### src/rtl/battle_pkg.sv
// Shared types and constants for the battle turn sequencer.
// Holds the FSM state encoding, player indices and datapath widths.
package battle_pkg;

  typedef enum logic [2:0] {
    IDLE   = 3'd0,
    SETTLE = 3'd1,
    SAMPLE = 3'd2,
    APPLY  = 3'd3,
    OVER   = 3'd4
  } state_t;

  localparam logic P0 = 1'b0;
  localparam logic P1 = 1'b1;

  localparam int HP_W_DEFAULT = 4;
  localparam int RND_W        = 4;

  // One-hot grant vector for a player index.
  function automatic logic [1:0] onehot2(input logic idx);
    return (idx == P1) ? 2'b10 : 2'b01;
  endfunction

endpackage

### src/rtl/battle_rr_arb2.sv
// Two-requester round-robin arbiter; ptr picks the winner on a tie.
// Purely combinational, the pointer itself lives in the parent.
module rr_arb2
  import battle_pkg::*;
(
  input  logic [1:0] req,
  input  logic       ptr,
  input  logic       en,
  output logic [1:0] gnt
);

  always_comb begin
    gnt = 2'b00;
    if (en) begin
      case (req)
        2'b01:   gnt = 2'b01;
        2'b10:   gnt = 2'b10;
        2'b11:   gnt = onehot2(ptr);
        default: gnt = 2'b00;
      endcase
    end
  end

endmodule

### src/rtl/battle_turn_ctrl.sv
// Turn sequencer: arbitrates attacks, samples the shared RNG, applies damage.
// Optional critical hits are enabled by defining BATTLE_CRIT_EN.
module battle_turn_ctrl
  import battle_pkg::*;
#(
  parameter int HP_W       = HP_W_DEFAULT,
  parameter int HP_INIT    = 9,
  parameter int HIT_THRESH = 7,
  parameter int DMG        = 1,
  parameter int SETTLE_CYC = 3
) (
  input  logic             clk,
  input  logic             reset,
  input  logic [1:0]       req,
  input  logic             restart,
  input  logic [RND_W-1:0] rnd_in,
  output logic [1:0]       gnt,
  output logic             busy,
  output logic             done,
  output logic             hit,
  output logic             crit,
  output logic [HP_W-1:0]  hp0,
  output logic [HP_W-1:0]  hp1,
  output logic             game_over,
  output logic             winner
);

  localparam int CNT_W    = (SETTLE_CYC > 1) ? $clog2(SETTLE_CYC) : 1;
  localparam int CNT_LAST = (SETTLE_CYC > 0) ? SETTLE_CYC - 1 : 0;

  localparam logic [HP_W-1:0]  HP_RELOAD = HP_W'(HP_INIT);
  localparam logic [RND_W-1:0] THRESH    = RND_W'(HIT_THRESH);
  localparam logic [HP_W+1:0]  DMG_NORM  = (HP_W+2)'(DMG);
  localparam logic [HP_W+1:0]  DMG_CRIT  = (HP_W+2)'(2 * DMG);

  state_t            state_reg, state_next;
  logic              ptr_reg;
  logic [CNT_W-1:0]  cnt_reg;
  logic              attacker_reg;
  logic [RND_W-1:0]  rnd_reg;
  logic [HP_W-1:0]   hp0_reg, hp1_reg;
  logic              game_over_reg;
  logic              winner_reg;

  logic              arb_en;
  logic [1:0]        arb_gnt;
  logic              granted;
  logic              grant_idx;
  logic              defender;
  logic              is_hit;
  logic              is_crit;
  logic [HP_W+1:0]   dmg;
  logic [HP_W+1:0]   def_hp_ext;
  logic [HP_W+1:0]   hp_after;
  logic [HP_W-1:0]   hp_new;
  logic              kill;
  logic              apply_go;

  // Arbitration is only live in IDLE and is masked by restart.
  assign arb_en = (state_reg == IDLE) && !restart;

  rr_arb2 u_arb (
    .req (req),
    .ptr (ptr_reg),
    .en  (arb_en),
    .gnt (arb_gnt)
  );

  assign granted   = |arb_gnt;
  assign grant_idx = arb_gnt[1];

`ifdef BATTLE_CRIT_EN
  assign is_crit = (rnd_reg == {RND_W{1'b1}});
`else
  assign is_crit = 1'b0;
`endif

  assign defender   = ~attacker_reg;
  assign is_hit     = (rnd_reg > THRESH) || is_crit;
  assign dmg        = is_crit ? DMG_CRIT : DMG_NORM;
  assign def_hp_ext = {2'b00, (defender == P1) ? hp1_reg : hp0_reg};

  // Saturating subtract in a widened domain so HP can never wrap.
  always_comb begin
    hp_after = def_hp_ext;
    if (is_hit) begin
      hp_after = (def_hp_ext > dmg) ? (def_hp_ext - dmg) : '0;
    end
  end

  assign hp_new   = hp_after[HP_W-1:0];
  assign kill     = is_hit && (hp_after == '0);
  assign apply_go = (state_reg == APPLY) && !restart;

  // State register
  always_ff @(posedge clk or negedge reset) begin
    if (!reset) begin
      state_reg <= IDLE;
    end else begin
      state_reg <= state_next;
    end
  end

  // Next-state logic
  always_comb begin
    state_next = state_reg;
    if (restart) begin
      state_next = IDLE;
    end else begin
      case (state_reg)
        IDLE: begin
          if (granted) begin
            state_next = (SETTLE_CYC == 0) ? SAMPLE : SETTLE;
          end
        end
        SETTLE: begin
          if (cnt_reg == CNT_W'(CNT_LAST)) begin
            state_next = SAMPLE;
          end
        end
        SAMPLE:  state_next = APPLY;
        APPLY:   state_next = kill ? OVER : IDLE;
        OVER:    state_next = OVER;
        default: state_next = IDLE;
      endcase
    end
  end

  // Output logic
  always_comb begin
    gnt  = arb_gnt;
    busy = (state_reg == SETTLE) || (state_reg == SAMPLE) || (state_reg == APPLY);
    done = apply_go;
    hit  = apply_go && is_hit;
    crit = apply_go && is_crit;
  end

  // Turn datapath: pointer, settle counter, sampled RNG, HP and game-over state
  always_ff @(posedge clk or negedge reset) begin
    if (!reset) begin
      ptr_reg       <= P0;
      cnt_reg       <= '0;
      attacker_reg  <= P0;
      rnd_reg       <= '0;
      hp0_reg       <= HP_RELOAD;
      hp1_reg       <= HP_RELOAD;
      game_over_reg <= 1'b0;
      winner_reg    <= P0;
    end else if (restart) begin
      ptr_reg       <= P0;
      cnt_reg       <= '0;
      attacker_reg  <= P0;
      hp0_reg       <= HP_RELOAD;
      hp1_reg       <= HP_RELOAD;
      game_over_reg <= 1'b0;
      winner_reg    <= P0;
    end else begin
      if (granted) begin
        attacker_reg <= grant_idx;
        cnt_reg      <= '0;
      end
      if (state_reg == SETTLE) begin
        cnt_reg <= cnt_reg + CNT_W'(1);
      end
      if (state_reg == SAMPLE) begin
        rnd_reg <= rnd_in;
      end
      if (state_reg == APPLY) begin
        if (defender == P1) begin
          hp1_reg <= hp_new;
        end else begin
          hp0_reg <= hp_new;
        end
        ptr_reg <= defender;
        if (kill) begin
          game_over_reg <= 1'b1;
          winner_reg    <= attacker_reg;
        end
      end
    end
  end

  assign hp0       = hp0_reg;
  assign hp1       = hp1_reg;
  assign game_over = game_over_reg;
  assign winner    = winner_reg;

endmodule

### config.mk
export PLATFORM = sky130hd
export DESIGN_NAME = battle_turn_ctrl
export DESIGN_NICKNAME = d
export VERILOG_FILES = /design/src/rtl/battle_pkg.sv /design/src/rtl/battle_rr_arb2.sv /design/src/rtl/battle_turn_ctrl.sv
export SDC_FILE = /design/constraint.sdc
export NUM_CORES = 1
export LEC_CHECK = 0
export CAP_MARGIN = 5
export CORE_AREA = 2 2 61 49
export DETAILED_ROUTE_END_ITERATION = 16
export DIE_AREA = 0 0 63 51
export GPL_ROUTABILITY_DRIVEN = 0
export PLACE_DENSITY = 0.72
export SLEW_MARGIN = 40
export SYNTH_ARGS = -nofsm -noshare
export SYNTH_HDL_FRONTEND = slang
export SYNTH_SLANG_ARGS = --single-unit
### constraint.sdc
create_clock -name clk -period 1.98 [get_ports clk]
set_input_delay 0.495 -clock clk [delete_from_list [all_inputs] [get_ports clk]]
set_output_delay 0.495 -clock clk [all_outputs]
set_load 0.02 [all_outputs]
==> load_flow_metrics.sql <==
INSERT INTO impl_metrics (metric_group, metric, value, unit) VALUES
('synthesis', 'synth.yosys.warnings', '0', ''),
('synthesis', 'synthTopCellsByArea', 'sky130_fd_sc_hd__dfrtp_1 32%, sky130_fd_sc_hd__dfstp_2 9.6%, sky130_fd_sc_hd__a21oi_1 5.0%, sky130_fd_sc_hd__nand2_1 4.1%, sky130_fd_sc_hd__nor2_1 3.8%', ''),
('detailed_routing', 'remaining_drc_errors', '0', ''),
('timing', 'fin_skew', '0.00648', 'ns'),
('synthesis', 'number_of_synthesized_flops_with_an_enable_pin', '0', ''),
('die', 'placementRows', '17', ''),
('timing', 'final.period_utilization', '106', '%'),
('detailed_routing', 'wl_per_cell', '14.9', 'µm'),
('detailed_routing', 'detail_route.iter0.violations', '47', ''),
('clocking', 'clock-sinks', '18', ''),
('die', 'initial_core_util', '40.6', '%'),
('synthesis', 'synthMuxAreaShare', '4.79', '%'),
('place', 'hpwl', '2.01', 'mm'),
('worst_setup_path', 'worst_ep_required_time', '2.19', 'ns'),
('outcome', 'status', 'finished with violations', ''),
('die', 'dieWidth', '63', 'µm'),
('cells_and_area', 'area_growth_syn_to_layout', '56.6', '%'),
('cells_and_area', 'final_net_count', '179', ''),
('clocking', 'numCtsBuffers', '3', ''),
('timing', 'period_minus_slack', '2.11', 'ns'),
('worst_setup_path', 'endpoint_kind', 'register', ''),
('synthesis', 'syn-instance-count', '122', ''),
('synthesis', 'compound_gate_fraction_of_synth_area', '18.4', '%'),
('synthesis', 'synthFlopType', 'sky130_fd_sc_hd__dfrtp_1', ''),
('power_and_ir_drop', 'max-vdd-ir-drop', '257', 'µV'),
('timing', 'timing.final.hold_violations', '0', ''),
('timing', 'finalSetupTns', '-0.632', 'ns'),
('cells_and_area', 'multi_input_comb_area', '739', 'µm²'),
('timing', 'holdWs', '0.498', 'ns'),
('worst_setup_path', 'worst-endpoint-arrival', '2.32', 'ns'),
('grt', 'antenna_found_initial', '0', ''),
('cells_and_area', 'antenna_cells_inserted', '0', ''),
('timing', 'worst_slack', '-0.128', 'ns'),
('place', 'port_buffer_count', '20', ''),
('die', 'pin_count', '25', ''),
('worst_setup_path', 'crit_chain', 'mux2_4, inv_2, ha_4, nand2_4, xnor2_2, o31ai_2, a2111o_1, a221oi_2', ''),
('detailed_routing', 'via_count', '1094', ''),
('clocking', 'postCtsHoldBufs', '0', ''),
('worst_setup_path', 'crit_path_max_incr_delay', '0.49', 'ns'),
('detailed_routing', 'wirelength', '3.04', 'mm'),
('detailed_routing', 'pre_repair_dr_iteration_count', '4', ''),
('clocking', 'cts-htree-levels', '1', ''),
('grt', 'globalRoute.totalOverflow', '0', ''),
('grt', 'groute.usage.overall', '19.0', '%'),
('synthesis', 'yosys.area.top_type', 'sky130_fd_sc_hd__dfrtp_1', ''),
('worst_setup_path', 'cp-start-kind', 'register', ''),
('clocking', 'clkLatencyLatePin', '0.29', 'ns'),
('clocking', 'cts_root_buf', 'sky130_fd_sc_hd__clkbuf_4', ''),
('synthesis', 'synthAdderAreaFrac', '3.42', '%'),
('grt', 'pin_count_of_the_biggest_net_entering_global_routing', '21', ''),
('detailed_routing', 'vias_per_cell', '5.36', ''),
('flow_run', 'max_cap_violations', '0', ''),
('synthesis', 'main_combinational_cell_family_by_area_after_synthesis', 'simple AND/OR/NAND/NOR gates', ''),
('synthesis', 'xor_xnor_share_of_the_synthesized_area', '0.798', '%'),
('timing', 'final_number_of_max_transition_violations', '0', ''),
('outcome', 'failed_checks', 'negative setup slack', ''),
('synthesis', 'synth_fp_nets', '134', ''),
('grt', 'first_pass_grt_wire_length', '4.86', 'mm'),
('hold_path', 'timing.hold.worst.class', 'reg -> reg', ''),
('timing', 'setup_viol', '8', ''),
('grt', 'number_of_global_route_vias_before_repair', '1100', ''),
('synthesis', 'avg_cell_area_syn', '8.99', 'µm²'),
('timing', 'rsz0062_at_grt', 'true', ''),
('synthesis', 'yosys.area_share.simple', '25.4', '%'),
('synthesis', 'synth.yosys.seq_area_share', '41.5', '%'),
('synthesis', 'ys_types', '37', ''),
('worst_setup_path', 'critPathSlowestCell', 'sky130_fd_sc_hd__dfrtp_2', ''),
('clocking', 'tritoncts', 'done', ''),
('detailed_routing', 'number_of_nets_with_antenna_violations_after_detailed_routing', '0', ''),
('worst_setup_path', 'crit_fanout', '5', ''),
('clocking', 'longest_clk_path_bufs', '2', '');
==> layer usage <==
layer | global-route usage (%) | wire [µm] | up-vias
met4 | 3.33 | 21 | 0
met5 | 0 | 0 | -
met1 | 25.1 | 1410 | 539
met2 | 33.7 | 1520 | 27
met3 | 2.86 | 88 | 2
li1 | - | - | 526
==> repair_timing <==
item / CTS / global route
setup endpoints to repair: 15 / 17
pin swaps: 7 / 8
gates cloned: 0 / 0
setup buffers: 2 / 5
resized for setup: 38 / 27
==> Yosys cell counts (3+ instances only) <==
cell	n
sky130_fd_sc_hd__o31ai_1	3
sky130_fd_sc_hd__dfrtp_1	14
sky130_fd_sc_hd__clkbuf_1	4
sky130_fd_sc_hd__nor3_1	5
sky130_fd_sc_hd__nor2_1	11
sky130_fd_sc_hd__inv_1	4
sky130_fd_sc_hd__nand2_1	12
sky130_fd_sc_hd__nand2b_1	5
sky130_fd_sc_hd__mux2i_1	3
sky130_fd_sc_hd__a21oi_1	11
sky130_fd_sc_hd__ha_1	3
sky130_fd_sc_hd__dfstp_2	4
sky130_fd_sc_hd__nor4_1	3
sky130_fd_sc_hd__o21ai_0	7
==> cells in the final DEF, fill, tap and decap left out, types with 2 or more instances in the layout <==
cell,instances
sky130_fd_sc_hd__buf_4,26
sky130_fd_sc_hd__dfrtp_1,13
sky130_fd_sc_hd__nor2_1,10
sky130_fd_sc_hd__clkdlybuf4s50_1,9
sky130_fd_sc_hd__nand2_1,8
sky130_fd_sc_hd__a21oi_1,7
sky130_fd_sc_hd__o21ai_0,7
sky130_fd_sc_hd__buf_6,6
sky130_fd_sc_hd__nand2b_1,5
sky130_fd_sc_hd__dfstp_2,4
sky130_fd_sc_hd__nand2_2,3
sky130_fd_sc_hd__a21oi_2,3
sky130_fd_sc_hd__inv_1,3
sky130_fd_sc_hd__nor3_1,3
sky130_fd_sc_hd__clkbuf_4,3
sky130_fd_sc_hd__dlymetal6s2s_1,3
sky130_fd_sc_hd__mux2i_4,2
sky130_fd_sc_hd__or2_2,2
sky130_fd_sc_hd__nand3_1,2
sky130_fd_sc_hd__o31ai_2,2
sky130_fd_sc_hd__or3_1,2
sky130_fd_sc_hd__nor4_1,2
sky130_fd_sc_hd__or4_1,2
sky130_fd_sc_hd__a211oi_1,2
sky130_fd_sc_hd__nand3b_1,2
sky130_fd_sc_hd__ha_4,2
sky130_fd_sc_hd__dlygate4sd2_1,2
==> logic make-up after synthesis <==
| kind of cell | count (synthesis) |
|---|---|
| buf+inv | 12 |
| flops | 18 |
| compound gates | 30 |
| simple gates | 52 |
| fa+ha+maj | 3 |
| other cells | 1 |
| mux | 5 |
| xor+xnor | 1 |
==> where the power goes <==
group / total (W) / leakage (nW) / internal, W / switching [W]
logic: 0.000148 / 0.454 / 0.0000665 / 0.0000814
clock network: 0.000226 / 0.0210 / 0.000112 / 0.000114
registers: 0.000389 / 0.232 / 0.000379 / 0.0000109
total: 0.000763 / 0.707 / 0.000557 / 0.000206
==> area by class of cell <==
cell class | instances | area share, %
clock buffers | 4 | 2.11
inverters | 4 | 0.874
multi-input cells | 92 | 43.0
flip-flops and latches | 18 | 26.6
well taps | 38 | 2.77
repair buffers | 48 | 24.6
==> stage by stage <==
step	util (%)	std cells	instance area, µm²	setup slack, ns	total power (W)
floorplan	-	122	1110	-0.0211	0.000464
CTS	58.4	199	1580	-0.173	0.000752
detailed placement	54.6	193	1480	-0.620	0.000521
global placement	54.6	193	1480	-0.589	0.000517
global route	63.6	204	1720	-0.186	0.000804
finish	63.6	204	1720	-0.128	0.000763
==> worst register-to-register path: cells and delay by family, from the launching register on <==
kind / cells / cell delay [ns]
XOR/XNOR: 1 / 0.16
buffers and inverters: 1 / 0.07
multiplexers: 1 / 0.34
flip-flops: 1 / 0.49
AO/OA/AOI/OAI: 3 / 0.77
AND/OR/NAND/NOR: 1 / 0.05
adder cells (fa/ha/maj): 1 / 0.14
==> path summary, 6_finish.rpt <==
check,startpoint,to,slack [ns],cells after the start
max reg2reg,attacker_reg,state_reg[2],-0.13,8
min in group asynchronous,reset,cnt_reg[0],0.53,2
min,cnt_reg[0],cnt_reg[0],0.50,1
min reg2reg,cnt_reg[0],cnt_reg[0],0.50,1
max in group asynchronous,reset,hp1[3],1.19,2
max,attacker_reg,state_reg[2],-0.13,8
Note: power is estimated with default switching activity, not from simulation.
